**src/rtl/baud_pkg.sv**
```systemverilog
// Shared constants and the elaboration-time increment calculation for the
// fractional baud generator.
package baud_pkg;

   localparam int SEL_W = 3;

   // Baud rate for each value of the rate select; 6 and 7 alias 9600.
   localparam int unsigned BAUD_TABLE [0:7] = '{
      32'd1200, 32'd9600, 32'd19200, 32'd38400,
      32'd57600, 32'd115200, 32'd9600, 32'd9600
   };

   // Phase increment round(baud*ovs*2^acc_w / clk_hz). A package cannot
   // depend on ACC_W, so the result is returned at 64 bits; the caller
   // range-checks it against 2^ACC_W and narrows it.
   function automatic logic [63:0] baud_inc(input longint unsigned clk_hz,
                                            input longint unsigned baud,
                                            input longint unsigned ovs,
                                            input int unsigned acc_w);
      longint unsigned num;
      num = (baud * ovs) << acc_w;
      return (2 * num + clk_hz) / (2 * clk_hz);
   endfunction

endpackage

```
**src/rtl/frac_tick.sv**
```systemverilog
// Fractional phase accumulator: adds inc every cycle and reports the carry
// out of the top bit, which marks one oversample period.
module frac_tick #(
   parameter int ACC_W = 24
) (
   input  logic             clki,
   input  logic             rstn,
   input  logic             clr,
   input  logic [ACC_W-1:0] inc,
   output logic             carry
);

   logic [ACC_W-1:0] acc;
   logic [ACC_W:0]   sum;

   // One extra bit on the sum holds the wrap-around carry.
   always_comb begin
      sum = {1'b0, acc} + {1'b0, inc};
   end

   // A cleared cycle never reports a carry, so no strobe leaks out of a
   // restart.
   assign carry = sum[ACC_W] & ~clr;

   // Accumulate phase; restart from zero on reset or clear.
   always_ff @(posedge clki) begin
      if (!rstn || clr) begin
         acc <= '0;
      end else begin
         acc <= sum[ACC_W-1:0];
      end
   end

endmodule

```
**src/rtl/baud_gen.sv**
```systemverilog
// Run-time selectable UART baud generator. A fractional accumulator gives
// the oversample rate; a small counter derives mid-bit and bit-boundary
// strobes and a square wave at the baud rate.
module baud_gen
   import baud_pkg::*;
#(
   parameter int CLK_HZ = 24000000,
   parameter int OVS    = 16,
   parameter int ACC_W  = 24
) (
   input  logic             clki,
   input  logic             rstn,
   input  logic             en,
   input  logic [SEL_W-1:0] sel,
   output logic             tick_ovs,
   output logic             tick_mid,
   output logic             tick_baud,
   output logic             clko
);

   localparam int             CNT_W   = $clog2(OVS);
   localparam logic [CNT_W-1:0] MID_CNT = CNT_W'(OVS / 2 - 1);
   localparam logic [CNT_W-1:0] END_CNT = CNT_W'(OVS - 1);
   localparam logic [63:0]    INC_LIM = 64'd1 << ACC_W;

   function automatic logic [63:0] raw_inc(input int idx);
      return baud_inc(64'(CLK_HZ), 64'(BAUD_TABLE[idx]), 64'(OVS), ACC_W);
   endfunction

   function automatic logic [ACC_W-1:0] inc_of(input int idx);
      return ACC_W'(raw_inc(idx));
   endfunction

   localparam logic [ACC_W-1:0] INC_TAB [0:7] = '{
      inc_of(0), inc_of(1), inc_of(2), inc_of(3),
      inc_of(4), inc_of(5), inc_of(6), inc_of(7)
   };

   // An increment of zero never ticks, and one at or above 2^ACC_W would
   // need more than one carry per cycle; refuse both at elaboration.
   for (genvar g = 0; g < 8; g++) begin : g_inc_chk
      if (raw_inc(g) == 64'd0 || raw_inc(g) >= INC_LIM) begin : g_bad
         $error("baud_gen: rate index %0d gives an increment outside 1..2^ACC_W-1", g);
      end
   end

   if (OVS < 4 || OVS > 64 || (OVS % 2) != 0) begin : g_ovs_bad
      $error("baud_gen: OVS must be even and within 4..64");
   end

   logic [SEL_W-1:0] sel_q;
   logic [ACC_W-1:0] inc;
   logic [CNT_W-1:0] ovs_cnt;
   logic             clr;
   logic             carry;
   logic             at_mid;
   logic             at_end;

   // A rate change restarts the generator just like a disable does, so the
   // new rate always starts from phase zero.
   assign clr    = !en || (sel != sel_q);
   assign at_mid = (ovs_cnt == MID_CNT);
   assign at_end = (ovs_cnt == END_CNT);

   // Latch the selected rate and its increment whenever the select moves.
   always_ff @(posedge clki) begin
      if (!rstn || (sel != sel_q)) begin
         sel_q <= sel;
         inc   <= INC_TAB[sel];
      end
   end

   frac_tick #(
      .ACC_W (ACC_W)
   ) u_frac (
      .clki  (clki),
      .rstn  (rstn),
      .clr   (clr),
      .inc   (inc),
      .carry (carry)
   );

   // Count oversample carries within a bit, register the strobes and flip
   // clko at mid-bit and at the bit boundary.
   always_ff @(posedge clki) begin
      if (!rstn || clr) begin
         ovs_cnt   <= '0;
         tick_ovs  <= 1'b0;
         tick_mid  <= 1'b0;
         tick_baud <= 1'b0;
         clko      <= 1'b0;
      end else begin
         tick_ovs  <= carry;
         tick_mid  <= carry && at_mid;
         tick_baud <= carry && at_end;
         if (carry) begin
            ovs_cnt <= at_end ? '0 : ovs_cnt + 1'b1;
            if (at_mid || at_end) begin
               clko <= ~clko;
            end
         end
      end
   end

endmodule

```
**config.mk**
```make
export PLATFORM = sky130hd
export DESIGN_NAME = baud_gen
export DESIGN_NICKNAME = d
export VERILOG_FILES = /design/src/rtl/baud_pkg.sv /design/src/rtl/frac_tick.sv /design/src/rtl/baud_gen.sv
export SDC_FILE = /design/constraint.sdc
export NUM_CORES = 1
export LEC_CHECK = 0
export ABC_AREA = 1
export CAP_MARGIN = 30
export CORE_AREA = 5 5 82 84
export DETAILED_ROUTE_END_ITERATION = 8
export DIE_AREA = 0 0 87 89
export GPL_TIMING_DRIVEN = 0
export PLACE_DENSITY_LB_ADDON = 0.08
export SLEW_MARGIN = 5
export SYNTH_ARGS = -nofsm -noshare
export SYNTH_HDL_FRONTEND = slang
export SYNTH_SLANG_ARGS = --single-unit
```
**constraint.sdc**
```tcl
create_clock -name clki -period 2.36 [get_ports clki]
set_clock_uncertainty 0.05 [all_clocks]
set_input_delay 0.354 -clock clki [delete_from_list [all_inputs] [get_ports clki]]
set_output_delay 0.354 -clock clki [all_outputs]
set_load 0.05 [all_outputs]
```
After elaboration in Yosys (flattened, before gate mapping) --
Memory sizes are Yosys's and may differ from the RTL's. A register that Yosys moved wholly into a read port is not among the register bits. Index checks and enable logic that the tools add are counted.
Storage, ports and cells: register bits 35, bits of input ports 6, memory bits (read-only) 192, memories kept 1
Memory list:
- (no name shown) | words 8, bits a word 24, read ports 1, clocked after Yosys merged registers in 1, wr ports 0, line baud_gen.sv:69 | inc <= INC_TAB[sel];
Operators by class: equality and inequality tests 3, reductions and logical operators 9, multiplexer cells 1, bitwise logic cells 4, add/sub/neg operators 2
Operators by type and width (number):
- adder 24 x 24 -> 25 bit | 1
- adder 4 x 1 -> 4 bit (second input constant) | 1
- equality test 4 x 3 -> 1 bit (second input constant) | 1
- equality test 4 bit (second input constant) | 1
- logical OR 1 bit | 4
- two-way mux 4 bit | 1
- NOT 3 -> 4 bit | 1
- inequality test 3 bit | 1
- logical AND 1 bit | 2
- zero test 1 bit | 2
- NOT 1 bit | 2
- AND reduction 2 bit | 1
- bitwise AND 1 bit | 1

Depth between registers and ports, before layout --
Gate-level depths: netlist (run 1).
depth after elaboration 5, depth in mapped cells 13, mapped depth without buffers 13

By module --
A second synthesis (run 1) with hierarchy kept.
Unflattened totals: cell total of the unflattened synthesis 531, area, all modules 3634.7 µm²
By module, submodules not included:
- frac_tick | area each 2324.7 µm², cells an instance 421, sequential area each 480.5 µm², instances 1
- baud_gen | area each 1310.0 µm², cells an instance 110, sequential area each 820.8 µm², instances 1

Least setup slack after synthesis (run 1) --
OpenSTA, ideal clock, no wires.
kind register -> register, from reg inc[0], to reg u_frac.acc[10], slack 485 ps, cell stages (with the launch flop) 12, data arrival time 1702 ps, period minus slack after synthesis 1875 ps, required time 2187 ps, buffers on the path 0, library setup time 123 ps, cells stage by stage edfxtp_1 > ha_1 > fa_1 > nand2_1 > nand2_1 > and2_1 > nand2_1 > nand2_1 > nand2_1 > nand2_1 > o21ai_0 > a21oi_1
On the way: longest elaborated chain between the ends 1
RTL lines:
- from (decl) | line baud_gen.sv:52 | logic [ACC_W-1:0] inc;
- adder 24 x 24 -> 25 bit | line frac_tick.sv:18 | sum = {1'b0, acc} + {1'b0, inc};
- to (signal assigned) | line frac_tick.sv:30 | acc <= sum[ACC_W-1:0];
- to (decl) | line frac_tick.sv:13 | logic [ACC_W-1:0] acc;
Every way passes these cells. A chain may end at the register's enable or synchronous reset.

Worst setup path in the final report (run 1) --
from in sel[2], to reg u_frac.acc[15]
On the way: longest elaborated chain between the ends 3
RTL lines:
- from (decl) | line baud_gen.sv:14 | input logic [SEL_W-1:0] sel,
- inequality test 3 bit | line baud_gen.sv:61 | assign clr = !en || (sel != sel_q);
- logical OR 1 bit | line baud_gen.sv:61
- logical OR 1 bit | line frac_tick.sv:27 | if (!rstn || clr) begin
Every way passes these cells.

==> results of run 1 <==
[layout by cell type, fill, tap and decap left out, types with 2 or more instances in the layout]
| cell | netlist | final |
|---|---|---|
| xnor2_2 | 0 | 2 |
| xor2_1 | 2 | 2 |
| nand2_2 | 11 | 11 |
| inv_6 | 0 | 2 |
| o21ai_0 | 33 | 32 |
| nor2_4 | 2 | 2 |
| dfxtp_1 | 32 | 32 |
| buf_6 | 2 | 2 |
| nor2_2 | 5 | 5 |
| o21ai_1 | 1 | 2 |
| nor3_1 | 3 | 3 |
| and2_1 | 3 | 3 |
| nor2_1 | 47 | 47 |
| edfxtp_1 | 22 | 22 |
| nor3b_1 | 2 | 2 |
| nand2_1 | 108 | 108 |
| nand3_4 | 2 | 2 |
| nand3_1 | 23 | 23 |
| nor3_2 | 2 | 2 |
| a21oi_1 | 38 | 38 |
| inv_1 | 54 | 54 |
| ha_1 | 30 | 30 |
| clkbuf_8 | 0 | 5 |
| or2_2 | 2 | 2 |
| clkdlybuf4s50_1 | 0 | 9 |
| nand4_1 | 5 | 5 |
| clkbuf_1 | 2 | 3 |
| inv_2 | 2 | 2 |
[stage by stage]
step	TNS [ns]	hold WS, ns
3_5_place_dp	-20.05	0.397
5_1_grt	0	0.437
2_1_floorplan	0	0.380
6_report	0	0.415
3_3_place_gp	-16.86	0.397
4_1_cts	0	0.418
[cell families after synthesis]
family / synth area share (%)
fa+ha+maj: 11.7
compound gates: 11.6
xor+xnor: 1.29
simple gates: 29.9
buf+inv: 7.10
flops: 38.4
[sequential cells by signal, summed over array words and instances (netlist names)]
register    flops
tick_mid        1
tick_baud       1
inc            19
sel_q           3
ovs_cnt         4
u_frac.acc     24
clko            1
tick_ovs        1
[metal layers]
metal / share of wire [%] / track usage [%] / routed length [um]
met2: 47 / 36.0 / 3540
met5: 0 / 0 / 0
met1: 46 / 25.5 / 3490
met3: 4.4 / 3.41 / 327
met4: 1.9 / 6.66 / 140
[area by class of cell]
type / instances / area, um2 / area share, %
buffer: 4 / 30.0 / 0.812
tap: 75 / 93.8 / 2.54
multi-input combinational: 332 / 1880 / 50.9
inverter: 56 / 210 / 5.68
clock inverter: 2 / 17.5 / 0.474
timing repair buffer: 9 / 90.1 / 2.44
clock buffer: 6 / 72.6 / 1.96
sequential: 54 / 1300 / 35.2
[how the worst min path moves through the flow]
stage	from	endpoint	slack (ns)	depth (start not counted)
6_report	ovs_cnt[3]	tick_mid	0.41	1
5_1_grt	ovs_cnt[3]	tick_mid	0.44	1
4_1_cts	ovs_cnt[3]	tick_mid	0.42	1
3_5_place_dp	ovs_cnt[3]	tick_mid	0.40	1
3_3_place_gp	ovs_cnt[3]	tick_mid	0.40	1
2_1_floorplan	ovs_cnt[3]	tick_mid	0.38	1
[what timing repair did]
item | 4_1_cts | 5_1_grt
gates resized for setup | 2 | 3
hold buffers | 0 | 0
pin swaps | 1 | 1
endpoints found under the setup margin | 29 | 13
hold endpoints to repair | 0 | 0
gates cloned | 0 | 1
[power breakdown]
| group | switching [mW] | internal [mW] |
|---|---|---|
| clock network | 0.336 | 0.218 |
| registers | 0.0225 | 1.02 |
| logic | 0.194 | 0.0901 |
| total | 0.552 | 1.33 |
==> out/results.ini, run 1 <==
[outcome]
outcome=finished clean

[finish]
fin_util_pct=63.2
fill_cells=529
area_delta_synth_final_pct=9.24
fin_area_mm2=0.00370
fin_cells=538
diodes=0
drive_gt1_share_pct=9.07
nets=499

[worst_setup_path]
crit_fanout=12
crit_family=buffers and inverters
rr_worst_depth=12
cp_cell_sequence=clkdlybuf4s50_1, xnor2_1, nand4_4, nor2_4, buf_6, o21ai_0, a21oi_1
timing.rr.start=inc[0]
startpoint_type=input pin
worst-path-buf-inv=2
critPathKind=in -> reg
r2r_slack_ns=0.22
cpMaxStageDelayCell=clkdlybuf4s50_1
arrival_ns=2.47
cp.depth=7
crit_path_end=u_frac.acc[15]
r2r_end=u_frac.acc[22]
critPathRequiredTime_ns=2.56
startpoint=sel[2]
cp_slowest_stage_delay_ns=0.54
critPathCaptureType=flop

[worst_hold_path]
hp-class=reg -> reg

[grt]
track_usage_pct=20.4
grt_max_degree=24
antenna_found_initial=0
gr-total-overflow=0
grt_pass1_vias=2752
grt_pass1_wl_um=12300

[clock_network]
cts_root_buf=clkbuf_8
cts_buffer_depth=2
postCtsSetupRepairBufs=0
tritoncts=yes
cts.sinks=54
clk_pin_slew_worst_paths_ns=0.10
clk-insertion-delay-late_ns=0.32
h-tree-depth=2
numCtsBuffers=5

[power_and_ir_drop]
p_per_area_mw_per_mm2=508
p_leak_nw=1.72
ir_drop_uv=338
report.power.total_mw=1.88

[floorplan]
row_count=28
coreArea_mm2=0.00585
die_area_mm2=0.00774
die_h_um=89
fp.dieW_um=87
ios=10
initial_utilization_pct=57.9

[logic_synthesis]
synth_common_cells=108 x nand2_1, 54 x inv_1, 47 x nor2_1, 38 x a21oi_1, 33 x o21ai_0
seq_area_frac_synth_pct=38.4
syn-num-nets=482
ys_types=34
synth_top_cell_area_share_pct=19.5
synth_cells=445
synth_area_per_cell_um2=7.61
syn_area_mm2=0.00339
synth_edf_count=22
netlist_top_cells_area=edfxtp_1 20%, dfxtp_1 19%, nand2_1 12%, ha_1 11%, inv_1 6.0%
yosysMostFrequentCell=nand2_1
synth_seq_cells=54
synth-main-ff-cell=dfxtp_1
async_reset_ff_share_pct=0
yosys.area.top_type=edfxtp_1
yosys_warnings=0

[sta]
rsz0062_at_grt=false
final_hold_viol_count=0
fin_ws_ns=0.0840
fin_crit_sh_pct=96.4
period_minus_slack_ns=2.28
setup_violations=0
final_max_slew_viol_count=0
max_freq_mhz=439
slew_headroom_pct=63.3
worst_slew_pin_slew_ns=0.546

[placement]
portBuffers=9
dp_hpwl_um=5830
place_congestion=0.891
dp_cells=529
placed_cell_area_mm2=0.00357
preCtsSetupSlack_ns=-0.630

[run]
maxCapViolCount=0

[route]
routedWlPerCell_um=13.9
viasPerCell=5.37
drtIter0Drc=160
ant_nets=0
drc=0
routed_wl_um=7500
num_vias=2887
drtPass1Iterations=5

No activity file was read; power rests on OpenSTA's default activity.
==> run 2, diff against run 1 <==
Settings changed: CORE_AREA 5 5 82 84 to 5 5 84 86, DIE_AREA 0 0 87 89 to 0 0 89 91, SYNTH_HIERARCHICAL set to 1.
==> run 2 against run 1 <==
Compared with the run above:
- area after synthesis is 7.4% higher
- largest cell class unchanged
- fmax is 2.2% lower
- design area is 13% higher
- non-clock buffer count up 10
- die area is 4.6% higher
- clock-buffer cell count unchanged
- sequential share of layout area down 4.0 points
- sequential cell count is the same
- critical path depth increased by 7
- worst setup slack got worse by 0.052 ns
- synthesized cell count rose by 19%
- clock power up 5.4%
==> out/results.ini, run 2 <==
[floorplan]
initial_utilization_pct=58.6
die_area_mm2=0.00810
coreArea_mm2=0.00620
ios=10
row_count=29
fp.dieW_um=89
die_h_um=91

[finish]
layout_common_cells=172 x nand2_1, 94 x inv_1, 53 x nor2_1
drive_gt1_share_pct=11.4
largest_registers=u_frac/acc (24), inc (19), ovs_cnt (4)
regMostFlops=u_frac/acc
area_delta_synth_final_pct=14.8
nets=599
final_common_cell=nand2_1
fill_cells=572
diodes=0
largest_reg_flops=24

[worst_setup_path]
critPathRequiredTime_ns=2.56
critPathCaptureType=flop
arrival_ns=2.53
cp_slowest_stage_delay_ns=0.43
worst-path-buf-inv=2
cp_cell_sequence=ha_4, fa_2, nand2_2, nand2_2, nand3_2, o21ai_2, nand3_1, nand3_2, nand2_1, inv_2, inv_2, nor2_4, or2_2, nor2_2
crit_family=simple AND/OR/NAND/NOR gates
cpMaxStageDelayCell=edfxtp_1
critPathKind=reg -> reg
startpoint_type=flop
crit_fanout=5
r2r_slack_ns=0.03

[grt]
antenna_found_initial=0
grt_max_degree=23
gr-total-overflow=0
grt_pass1_wl_um=13800
grt_pass1_vias=2997
track_usage_pct=21.8

[placement]
portBuffers=9
place_congestion=0.949
preCtsSetupSlack_ns=-0.284
dp_hpwl_um=6360

[logic_synthesis]
netlist_top_cells_area=nand2_1 18%, edfxtp_1 18%, dfxtp_1 18%, ha_1 11%, inv_1 10%
yosys.area_share.adder_pct=11.9
synth_top_family_by_area=simple AND/OR/NAND/NOR gates
synth_cells=531
synth_seq_cells=54
ys_types=32
syn_area_mm2=0.00363
seq_area_frac_synth_pct=35.8
synthSimpleGateAreaFrac_pct=32.4
synth_top_cell_area_share_pct=18.5
yosys_warnings=6
synth_edf_count=22
synth_area_per_cell_um2=6.85
yosysMostFrequentCell=nand2_1
yosys.area_share.xor_xnor_pct=0.688
synth_common_cells=179 x nand2_1, 97 x inv_1, 54 x nor2_1, 33 x ha_1, 32 x dfxtp_1
yosys-mux-area-fraction_pct=0.551
yosys.area.top_type=nand2_1
synth-main-ff-cell=dfxtp_1
async_reset_ff_share_pct=0
synth_compound_area_share_pct=7.54

[sta]
fin_ws_ns=0.0319
slew_headroom_pct=42.5
final_hold_viol_count=0
rsz0062_at_grt=true
worst_slew_pin_slew_ns=0.861
period_minus_slack_ns=2.33
max_freq_mhz=430
final_max_slew_viol_count=0
tns_ns=0
setup_violations=0
fin_crit_sh_pct=98.6

[power_and_ir_drop]
ir_drop_uv=360
p_per_area_mw_per_mm2=475
p_leak_nw=2.17

[route]
drc=0
drtIter0Drc=227
viasPerCell=5.11
num_vias=3257
ant_nets=0
routed_wl_um=8310
routedWlPerCell_um=13.1
drtPass1Iterations=5

[clock_network]
clk-insertion-delay-late_ns=0.31
cts_buffer_depth=2
tritoncts=yes
cts_hold_buf=0
cts_root_buf=clkbuf_8
numCtsBuffers=5
h-tree-depth=2
clk_pin_slew_worst_paths_ns=0.10
cts.sinks=54

[run]
maxCapViolCount=0

[outcome]
outcome=finished clean

[worst_hold_path]
hp-class=reg -> reg

## run 2: through the flow
stage | hold slack [ns] | instances | util [%] | power (mW) | area [um2]
finish | 0.401 | 637 | 67.3 | 1.98 | 4170
global route | 0.409 | 637 | 67.3 | 2.09 | 4170
CTS | 0.401 | 630 | 64.8 | 1.96 | 4020
detailed placement | 0.385 | 619 | 61.7 | 1.36 | 3830
global placement | 0.382 | 619 | 61.7 | 1.36 | 3830
floorplan | 0.372 | 533 | - | 1.28 | 3640
## run 2: repair_timing
action | 4_1_cts | 5_1_grt
pin swaps | 2 | 8
endpoints found under the setup margin | 3 | 36
gates resized for setup | 10 | 24
buffers inserted | 3 | 7
## run 2: path summary, 6_finish.rpt
check	from	endpoint	cells after the start
max reg2reg	inc[0]	ovs_cnt[2]	14
min reg2reg	ovs_cnt[3]	tick_baud	2
min	ovs_cnt[3]	tick_baud	2
max	inc[0]	ovs_cnt[2]	14
## run 2: per-layer routing
layer	GRT usage, %	wire length, um	up-vias
li1	-	-	1712
met1	30.1	3860	1455
met2	35.5	3990	82
met3	3.17	378	8
met4	5.46	80	0
met5	0	0	-
## run 2: final cells by class
cell class                 instances  area [um2]  share of cell area [%]
buffer                             4        30.0                   0.719
clock buffer                       6        82.6                    1.98
clock inverter                     2        20.0                   0.480
inverter                          99         372                    8.90
multi-input combinational        376        2100                    50.4
sequential                        54        1300                    31.2
tap                               77        96.3                    2.31
timing repair buffer              19         168                    4.02
## run 2: worst register-to-register path, cell delays in order (launching register included)
cell and delay, ns:
edfxtp_1 0.43, ha_4 0.19, fa_2 0.41, nand2_2 0.09
nand2_2 0.07, nand3_2 0.08, o21ai_2 0.09, nand3_1 0.09
nand3_2 0.09, nand2_1 0.08, inv_2 0.06, inv_2 0.09
nor2_4 0.05, or2_2 0.30, nor2_2 0.10
## run 2: cell families (layout without fill, tap and decap cells)
group / count (synthesis) / in the layout
AO/OA/AOI/OAI: 53 / 53
XOR/XNOR: 2 / 2
adder cells (fa/ha/maj): 34 / 34
buffers and inverters: 103 / 130
flip-flops: 54 / 54
multiplexers: 2 / 2
other: 1 / 3
AND/OR/NAND/NOR: 282 / 282
## run 2: report_power, final
part	switching (mW)	internal (mW)
sequential	0.0343	1.02
combinational	0.217	0.127
clock	0.334	0.250
total	0.585	1.40
